--- src/rtl/axi_pkg.sv ---
// Shared AXI3 encodings, default IDs and FSM state types for the bus arbiter.
package axi_pkg;
  localparam logic [1:0] BURST_INCR  = 2'b01;
  localparam logic [1:0] LOCK_NORMAL = 2'b00;
  localparam logic [3:0] CACHE_NONE  = 4'h0;
  localparam logic [2:0] PROT_NONE   = 3'h0;
  localparam logic [3:0] DEF_INST_ID = 4'd0;
  localparam logic [3:0] DEF_DATA_ID = 4'd1;

  typedef enum logic [1:0] {R_IDLE, R_AR, R_DATA} rd_state_e;
  typedef enum logic [1:0] {W_IDLE, W_AW, W_DATA, W_RESP} wr_state_e;

  typedef struct packed {
    logic [31:0] addr;
    logic [7:0]  len;
    logic [2:0]  size;
  } axi_cmd_t;
endpackage

--- src/rtl/axi_write_ctrl.sv ---
// Single-outstanding AXI3 write channel driver: AW, W beats counted down from len, then B.
module axi_write_ctrl import axi_pkg::*; #(
  parameter logic [3:0] DATA_ID = DEF_DATA_ID
) (
  input  logic        aclk,
  input  logic        aresetn,
  input  logic        data_wreq,
  input  logic [31:0] data_waddr,
  input  logic [7:0]  data_wlen,
  input  logic [2:0]  data_wsize,
  input  logic [31:0] data_wdata,
  input  logic [3:0]  data_wstrb,
  output logic        data_wgnt,
  output logic        data_wbeat,
  output logic        data_bdone,
  output logic [3:0]  awid,
  output logic [31:0] awaddr,
  output logic [7:0]  awlen,
  output logic [2:0]  awsize,
  output logic [1:0]  awburst,
  output logic [1:0]  awlock,
  output logic [3:0]  awcache,
  output logic [2:0]  awprot,
  output logic        awvalid,
  input  logic        awready,
  output logic [3:0]  wid,
  output logic [31:0] wdata,
  output logic [3:0]  wstrb,
  output logic        wlast,
  output logic        wvalid,
  input  logic        wready,
  input  logic        bvalid,
  output logic        bready,
  output logic        w_idle
);
  wr_state_e state_q, state_d;
  axi_cmd_t  cmd_q;
  logic [7:0] beat_cnt;
  logic       bdone_q;
  logic       w_hs;

  assign w_hs = (state_q == W_DATA) && wready;

  always_ff @(posedge aclk or negedge aresetn)
    if (!aresetn) state_q <= W_IDLE;
    else          state_q <= state_d;

  always_comb begin
    state_d = state_q;
    case (state_q)
      W_IDLE:  if (data_wreq) state_d = W_AW;
      W_AW:    if (awready) state_d = W_DATA;
      W_DATA:  if (wready && beat_cnt == 8'd0) state_d = W_RESP;
      W_RESP:  if (bvalid) state_d = W_IDLE;
      default: state_d = W_IDLE;
    endcase
  end

  // beat_cnt holds the number of beats still to go after the current one
  always_ff @(posedge aclk or negedge aresetn)
    if (!aresetn) begin
      cmd_q    <= '0;
      beat_cnt <= '0;
      bdone_q  <= 1'b0;
    end else begin
      bdone_q <= (state_q == W_RESP) && bvalid;
      if (state_q == W_IDLE && data_wreq) begin
        cmd_q    <= '{addr: data_waddr, len: data_wlen, size: data_wsize};
        beat_cnt <= data_wlen;
      end else if (w_hs && beat_cnt != 8'd0) begin
        beat_cnt <= beat_cnt - 8'd1;
      end
    end

  assign data_wgnt  = aresetn && (state_q == W_IDLE) && data_wreq;
  assign data_wbeat = w_hs;
  assign data_bdone = bdone_q;
  assign w_idle     = (state_q == W_IDLE);

  assign awid    = DATA_ID;
  assign awaddr  = cmd_q.addr;
  assign awlen   = cmd_q.len;
  assign awsize  = cmd_q.size;
  assign awburst = BURST_INCR;
  assign awlock  = LOCK_NORMAL;
  assign awcache = CACHE_NONE;
  assign awprot  = PROT_NONE;
  assign awvalid = (state_q == W_AW);

  assign wid    = DATA_ID;
  assign wdata  = data_wdata;
  assign wstrb  = data_wstrb;
  assign wvalid = (state_q == W_DATA);
  assign wlast  = (state_q == W_DATA) && (beat_cnt == 8'd0);
  assign bready = (state_q == W_RESP);
endmodule

--- src/rtl/axi_bus_arbiter.sv ---
// Arbitrates instruction-fetch and data requesters onto one AXI3 master; reads
// are single-outstanding and data reads wait for any write in flight to finish.
module axi_bus_arbiter import axi_pkg::*; #(
  parameter logic [3:0] INST_ID = DEF_INST_ID,
  parameter logic [3:0] DATA_ID = DEF_DATA_ID
) (
  input  logic        aclk,
  input  logic        aresetn,
  input  logic        inst_rreq,
  input  logic [31:0] inst_raddr,
  input  logic [7:0]  inst_rlen,
  input  logic [2:0]  inst_rsize,
  output logic        inst_rgnt,
  output logic        inst_rvalid,
  output logic [31:0] inst_rdata,
  output logic        inst_rlast,
  input  logic        data_rreq,
  input  logic [31:0] data_raddr,
  input  logic [7:0]  data_rlen,
  input  logic [2:0]  data_rsize,
  output logic        data_rgnt,
  output logic        data_rvalid,
  output logic [31:0] data_rdata,
  output logic        data_rlast,
  input  logic        data_wreq,
  input  logic [31:0] data_waddr,
  input  logic [7:0]  data_wlen,
  input  logic [2:0]  data_wsize,
  input  logic [31:0] data_wdata,
  input  logic [3:0]  data_wstrb,
  output logic        data_wgnt,
  output logic        data_wbeat,
  output logic        data_bdone,
  output logic [3:0]  arid,
  output logic [31:0] araddr,
  output logic [7:0]  arlen,
  output logic [2:0]  arsize,
  output logic [1:0]  arburst,
  output logic [1:0]  arlock,
  output logic [3:0]  arcache,
  output logic [2:0]  arprot,
  output logic        arvalid,
  input  logic        arready,
  input  logic [3:0]  rid,
  input  logic [31:0] rdata,
  input  logic [1:0]  rresp,
  input  logic        rlast,
  input  logic        rvalid,
  output logic        rready,
  output logic [3:0]  awid,
  output logic [31:0] awaddr,
  output logic [7:0]  awlen,
  output logic [2:0]  awsize,
  output logic [1:0]  awburst,
  output logic [1:0]  awlock,
  output logic [3:0]  awcache,
  output logic [2:0]  awprot,
  output logic        awvalid,
  input  logic        awready,
  output logic [3:0]  wid,
  output logic [31:0] wdata,
  output logic [3:0]  wstrb,
  output logic        wlast,
  output logic        wvalid,
  input  logic        wready,
  input  logic [3:0]  bid,
  input  logic [1:0]  bresp,
  input  logic        bvalid,
  output logic        bready
);
  rd_state_e r_state, r_next;
  axi_cmd_t  ar_cmd;
  logic [3:0] arid_q;
  logic       rd_is_data;
  logic       w_idle, data_go, inst_go, r_beat;
  logic       unused_ok;

  // No error path: response codes and returned IDs are not inspected.
  assign unused_ok = ^{rid, rresp, bid, bresp};

  // A data write requested this cycle wins over a data read so the read sees it.
  assign data_go = data_rreq && w_idle && !data_wreq;
  assign inst_go = inst_rreq && !data_go;
  assign r_beat  = (r_state == R_DATA) && rvalid;

  always_ff @(posedge aclk or negedge aresetn)
    if (!aresetn) r_state <= R_IDLE;
    else          r_state <= r_next;

  always_comb begin
    r_next = r_state;
    case (r_state)
      R_IDLE:  if (data_go || inst_go) r_next = R_AR;
      R_AR:    if (arready) r_next = R_DATA;
      R_DATA:  if (rvalid && rlast) r_next = R_IDLE;
      default: r_next = R_IDLE;
    endcase
  end

  always_ff @(posedge aclk or negedge aresetn)
    if (!aresetn) begin
      ar_cmd     <= '0;
      arid_q     <= '0;
      rd_is_data <= 1'b0;
    end else if (r_state == R_IDLE) begin
      if (data_go) begin
        ar_cmd     <= '{addr: data_raddr, len: data_rlen, size: data_rsize};
        arid_q     <= DATA_ID;
        rd_is_data <= 1'b1;
      end else if (inst_go) begin
        ar_cmd     <= '{addr: inst_raddr, len: inst_rlen, size: inst_rsize};
        arid_q     <= INST_ID;
        rd_is_data <= 1'b0;
      end
    end

  assign data_rgnt = aresetn && (r_state == R_IDLE) && data_go;
  assign inst_rgnt = aresetn && (r_state == R_IDLE) && inst_go;

  assign arid    = arid_q;
  assign araddr  = ar_cmd.addr;
  assign arlen   = ar_cmd.len;
  assign arsize  = ar_cmd.size;
  assign arburst = BURST_INCR;
  assign arlock  = LOCK_NORMAL;
  assign arcache = CACHE_NONE;
  assign arprot  = PROT_NONE;
  assign arvalid = (r_state == R_AR);
  assign rready  = (r_state == R_DATA);

  assign inst_rvalid = r_beat && !rd_is_data;
  assign data_rvalid = r_beat && rd_is_data;
  assign inst_rdata  = rdata;
  assign data_rdata  = rdata;
  assign inst_rlast  = inst_rvalid && rlast;
  assign data_rlast  = data_rvalid && rlast;

  axi_write_ctrl #(.DATA_ID(DATA_ID)) u_wr (
    .aclk       (aclk),
    .aresetn    (aresetn),
    .data_wreq  (data_wreq),
    .data_waddr (data_waddr),
    .data_wlen  (data_wlen),
    .data_wsize (data_wsize),
    .data_wdata (data_wdata),
    .data_wstrb (data_wstrb),
    .data_wgnt  (data_wgnt),
    .data_wbeat (data_wbeat),
    .data_bdone (data_bdone),
    .awid       (awid),
    .awaddr     (awaddr),
    .awlen      (awlen),
    .awsize     (awsize),
    .awburst    (awburst),
    .awlock     (awlock),
    .awcache    (awcache),
    .awprot     (awprot),
    .awvalid    (awvalid),
    .awready    (awready),
    .wid        (wid),
    .wdata      (wdata),
    .wstrb      (wstrb),
    .wlast      (wlast),
    .wvalid     (wvalid),
    .wready     (wready),
    .bvalid     (bvalid),
    .bready     (bready),
    .w_idle     (w_idle)
  );
endmodule

--- config.mk ---
export PLATFORM = sky130hd
export DESIGN_NAME = axi_bus_arbiter
export DESIGN_NICKNAME = d
export VERILOG_FILES = /design/src/rtl/axi_pkg.sv /design/src/rtl/axi_write_ctrl.sv /design/src/rtl/axi_bus_arbiter.sv
export SDC_FILE = /design/constraint.sdc
export NUM_CORES = 1
export LEC_CHECK = 0
export CAP_MARGIN = 20
export CORE_AREA = 2 2 175 177
export DETAILED_ROUTE_END_ITERATION = 8
export DIE_AREA = 0 0 177 179
export SYNTH_ARGS = -nofsm -noshare
export SYNTH_HDL_FRONTEND = slang
export SYNTH_SLANG_ARGS = --single-unit
export TNS_END_PERCENT = 5
--- constraint.sdc ---
create_clock -name aclk -period 1.8 [get_ports aclk]
set_input_delay 0.45 -clock aclk [delete_from_list [all_inputs] [get_ports aclk]]
set_output_delay 0.45 -clock aclk [all_outputs]
set_load 0.02 [all_outputs]
# After elaboration in Yosys (flattened, before gate mapping)
# Index checks and enable logic that the tools add are counted.
# classes
n_addsub	1
n_eq_ne	12
muxes	17
n_reduce_logical	33
# op_table
cell	count
43-bit two-way mux	2
1-bit logical AND	20
8-bit two-way mux	2
2-bit two-way mux	7
8-bit logical NOT	1
4-bit two-way mux	2
2-bit by 1-bit != test with 1-bit output, second input constant	4
2-bit case mux with 4 select lines	1
8-bit nonzero test	1
8-bit by 1-bit subtractor with 8-bit output, second input constant	1
2-bit == test, second input constant	3
2-bit != test, second input constant	3
2-bit case mux with 3 select lines	1
2-bit by 1-bit == test with 1-bit output, second input constant	2
2-bit logical NOT	2
4-bit AND reduction	1
2-bit nonzero test	2
1-bit logical NOT	3
3-bit AND reduction	1
1-bit two-way mux	2
2-bit AND reduction	1
1-bit logical OR	1
# word_totals
register_bits	104
inputBits	220
output_inout_bits	235
word_cells	75

# Depth between registers and ports, before layout
# depth
depth_word	8
depth_mapped	8
depth_no_buf	6

# Cells and area by module
# A second synthesis with hierarchy kept.
# hier_totals
cells_unflattened	715
area_unflattened_um2	6065.8
# modules_own_cells
module	n_inst	cells_per_inst	area_per_inst_um2	seq_area_each_um2
axi_bus_arbiter	1	405	3365.7	1151.1
axi_write_ctrl	1	310	2700.1	1351.3

# Worst setup path before layout
# Ideal clock, no wire load.
# synth_timing
path_type	register to output
start	register r_state[0]
end	output port inst_rlast
arrival_ps	1493
required_time_ps	1350
path_slack_ps	-143
path_stages_with_launch	5
n_path_buf	0
cell_sequence	dfrtp_1 > nor2b_1 > nand2_1 > nor2_1 > and2_1
# synth_between
elab_chain_len	4
# synth_rtl
element	line_no	rtl
start: declaration	axi_bus_arbiter.sv:71	rd_state_e r_state, r_next;
start signal: assignment	axi_bus_arbiter.sv:88	else r_state <= r_next;
2-bit == test	n/a	
via rready	axi_bus_arbiter.sv:49	output logic rready,
1-bit logical AND	axi_bus_arbiter.sv:84	assign r_beat = (r_state == R_DATA) && rvalid;
1-bit logical AND	axi_bus_arbiter.sv:131	assign inst_rvalid = r_beat && !rd_is_data;
via inst_rvalid	axi_bus_arbiter.sv:14	output logic inst_rvalid,
1-bit logical AND	axi_bus_arbiter.sv:135	assign inst_rlast = inst_rvalid && rlast;
end: declaration	axi_bus_arbiter.sv:16	output logic inst_rlast,
# The timed path passes the listed nets, and every way through them passes these cells.

# Worst setup path after layout
# layout_timing
start	register u_wr.beat_cnt[1]
end	output port wlast
# layout_between
elab_chain_len	2
# layout_rtl
element	line_no	rtl
start: declaration	axi_write_ctrl.sv:38	logic [7:0] beat_cnt;
start signal: assignment	axi_write_ctrl.sv:69	beat_cnt <= data_wlen;
start signal: assignment	axi_write_ctrl.sv:71	beat_cnt <= beat_cnt - 8'd1;
8-bit logical NOT	axi_write_ctrl.sv:94	assign wlast = (state_q == W_DATA) && (beat_cnt == 8'd0);
1-bit logical AND	axi_write_ctrl.sv:94	
end: declaration	axi_bus_arbiter.sv:63	output logic wlast,
# Every way passes these cells.

==> reports/summary.md <==
• outcome: finished with violations
• violated checks: negative setup slack
• average instance area after synthesis: 9.12 µm²
• port buffer count: 241
• Max FO, Critical Path: 2
• kind of end point of the critical path: output port
• first-pass detailed-route iteration total: 4
• placed cells: 1171
• total congestion overflow after global routing: 0
• most common cell in the synthesized netlist: nand2_1
• Logic pwr share: 53.0%
• cell-internal power: 7520 µW
• number of setup violations in the final report: 17
• net switching power: 5020 µW
• H-tree levels: 3
• max-slew headroom at the worst pin: 63.4%
• cell taking the most area after synthesis: dfrtp_1
• clock skew: 0.0120 ns
• area delta synth->final: 52.6%
• clock-pin slew on the worst setup and hold paths: 0.08 ns
• Leak: 0.00463 µW
• summed instance area of the synthesized netlist: 5490 µm²
• sequential cell area fraction in the yosys report: 45.6%
• effective utilization at floorplan: 18.3%
• sum of negative setup slack: -0.554 ns
• I/O pin count: 455
• via count of the first global-routing pass: 4497
• end-of-flow core utilization: 27.9%
• weighted congestion at the end of routability-driven global placement: 0.738
• violation count after the first detailed-route iteration: 86
• required arrival time at the worst endpoint: 1.35 ns
• ratio of cells with drive above 1 in the final layout: 13.8%
• proportion of register bits with asynchronous set or reset after synthesis: 100%
• class of the tightest hold or removal check: input port to async pin
• cell types occupying the most area after synthesis: dfrtp_1 (46%), buf_4 (19%), nand2_1 (12%)
• arrival time of the worst setup path: 1.46 ns
• post-route antenna net violation count: 0
• PnR worst setup slack: -0.113 ns
• CTS tree: yes
• GRT Util Overall: 10.3%
• MaxCap Viol Count: 0
• areal power density over the cells: 1500 nW/µm²
• Inserted Clock Buffers: 9
• transition time at the pin with the least slew margin: 0.549 ns
• Clk Latency, worst-skew pair: 0.36 ns
• FF+latch count, synth: 100
• Routed WL per cell: 14.2 µm
• final-report max-slew violation count: 0
• Final period util: 106%
• Synthesis Warnings: 0
• Commonest cells post-synth: nand2_1 (177), buf_4 (138), dfrtp_1 (100), mux2i_1 (46), o21ai_0 (44)
• overall die width: 177 µm
• pin count of the biggest net entering global routing: 88
• Reg power frac: 31.1%
• Fmax: 0.523 GHz
• DRC Markers: 0
• buffer depth of the longest clock path: 2
• most common flop cell mapped by yosys: dfrtp_1
• via count of the routed design: 4476
• maximum resistive drop on vdd: 0.644 mV
• antenna cell count: 0
• unrepaired setup endpoints after global routing: true
• Distinct cells, synth: 37
• fin crit period: 1.91 ns
• first-pass GRT wire length: 24600 µm
• placeable core region: 30000 µm²
• share of power burned in the clock network: 16.0%
• clock tree sinks: 100
• cell row count: 64
• Die ar.: 31700 µm²
• switching share of power: 40.0%
• share of the synthesized area in the top cell type: 45.6%
• via density per instance: 3.77
• startpoint class of the critical path: register
• number of cells produced by synthesis: 602
• kind of critical path: register to output port
• total count of hold-check failures in the final report: 0
• HPWL reported at the end of detailed placement: 13100 µm
• total detailed-routing wirelength: 16900 µm
• # hold bufs at CTS: 0
• count of nets after finishing: 1014
• count of flip-flops with a built-in enable after synthesis: 0
• count of non-filler cells in the finished layout: 1188
• filler instances: 3205
• number of antenna violations at the first check in global routing: 0
• buffer cell driving the clock tree root: clkbuf_16
• die extent in y: 179 µm
registers in the layout, summed over array words and instances, names as in the netlist:
name	count
u_wr.state_q	2
u_wr.awlen	8
araddr	32
u_wr.data_bdone	1
arid	1
u_wr.beat_cnt	8
u_wr.awaddr	32
r_state	2
u_wr.awsize	3
arlen	8
arsize	3
power by group through the flow:
stage	clock (µW)	combinational [µW]	sequential (µW)
floorplan	0	2480	5070
global placement	0	6750	3920
detailed placement	0	6820	3950
CTS	2120	6700	3930
finish	2000	6640	3890
global route	2180	7270	4050
metal layers:
metal / global-route usage [%] / routed length, µm / up-vias
li1: - / - / 2141
met4: 5.20 / 501 / 0
met1: 10.7 / 6210 / 2040
met3: 4.62 / 2170 / 34
met5: 0 / 0 / -
met2: 17.6 / 8000 / 261
layout by cell type, fill, tap and decap left out, types with 4 or more instances in the layout:
| cell | Yosys | layout |
|---|---|---|
| mux2i_1 | 46 | 46 |
| buf_4 | 138 | 58 |
| dlygate4sd2_1 | 0 | 22 |
| conb_1 | 2 | 33 |
| dfrtp_1 | 100 | 100 |
| buf_12 | 0 | 6 |
| o21ai_1 | 2 | 26 |
| nand2_1 | 177 | 176 |
| clkdlybuf4s50_1 | 0 | 155 |
| dlymetal6s2s_1 | 0 | 50 |
| a21oi_1 | 7 | 7 |
| clkbuf_16 | 0 | 9 |
| nand3_1 | 5 | 5 |
| buf_6 | 0 | 7 |
| nor2_1 | 9 | 8 |
| inv_2 | 0 | 4 |
| o21ai_0 | 44 | 20 |
| inv_1 | 9 | 5 |
worst max-delay path, stage by stage (launching register included):
cell	delay, ns
dfrtp_1	0.40
inv_2	0.08
ha_4	0.13
nor3b_4	0.18
and3_4	0.20
buf_6	0.11
cell type report:
cell class                      count  area, µm²  area share (%)
Timing Repair Buffer              302       3020            36.1
Sequential cell                   100       2500            29.9
Multi-Input combinational cell    366       2040            24.3
Tap cell                          396        495            5.91
Clock buffer                       11        233            2.78
Clock inverter                      4       51.3           0.612
Inverter                            9       33.8           0.403
stage by stage:
stage	total power [µW]	area [µm²]	worst slack (ns)	hold slack [ns]
5_1_grt	13500	8380	-0.185	0.101
4_1_cts	12700	8190	-0.164	0.100
6_report	12500	8380	-0.113	0.0819
3_3_place_gp	10700	7930	-0.519	0.457
2_1_floorplan	7540	5620	-0.00263	0.154
3_5_place_dp	10800	7930	-0.533	0.461
worst paths after layout:
kind                                  start               to  cells after the start  slack, ns
hold / removal                      aresetn  u_wr.data_bdone                      2       0.08
setup reg to reg            u_wr.state_q[0]         arlen[5]                      8      -0.06
max in group asynchronous           aresetn  u_wr.awaddr[23]                      3       0.81
setup / recovery           u_wr.beat_cnt[1]            wlast                      5      -0.11
min in group aclk           u_wr.awaddr[11]  u_wr.awaddr[11]                      2       0.47
hold reg to reg             u_wr.awaddr[11]  u_wr.awaddr[11]                      2       0.47
logic make-up (layout without fill, tap and decap cells):
family | Yosys count | count (layout) | synth area share (%)
muxes | 48 | 48 | 8.79
xor gates and xnor gates | 3 | 3 | 0.478
AOI/OAI and AO/OA | 63 | 63 | 6.42
buffers and inverters | 167 | 326 | 21.0
DFF | 100 | 100 | 45.6
and+or+nand+nor | 213 | 213 | 16.3
adders and majority gates | 6 | 6 | 1.37
other | 2 | 33 | 0.137
repair_timing:
action,in CTS,in global routing
pin swaps,4,3
buffers inserted,0,3
gates resized for setup,87,88
setup endpoints to repair,35,68
Note: power is estimated with default switching activity, not from simulation.
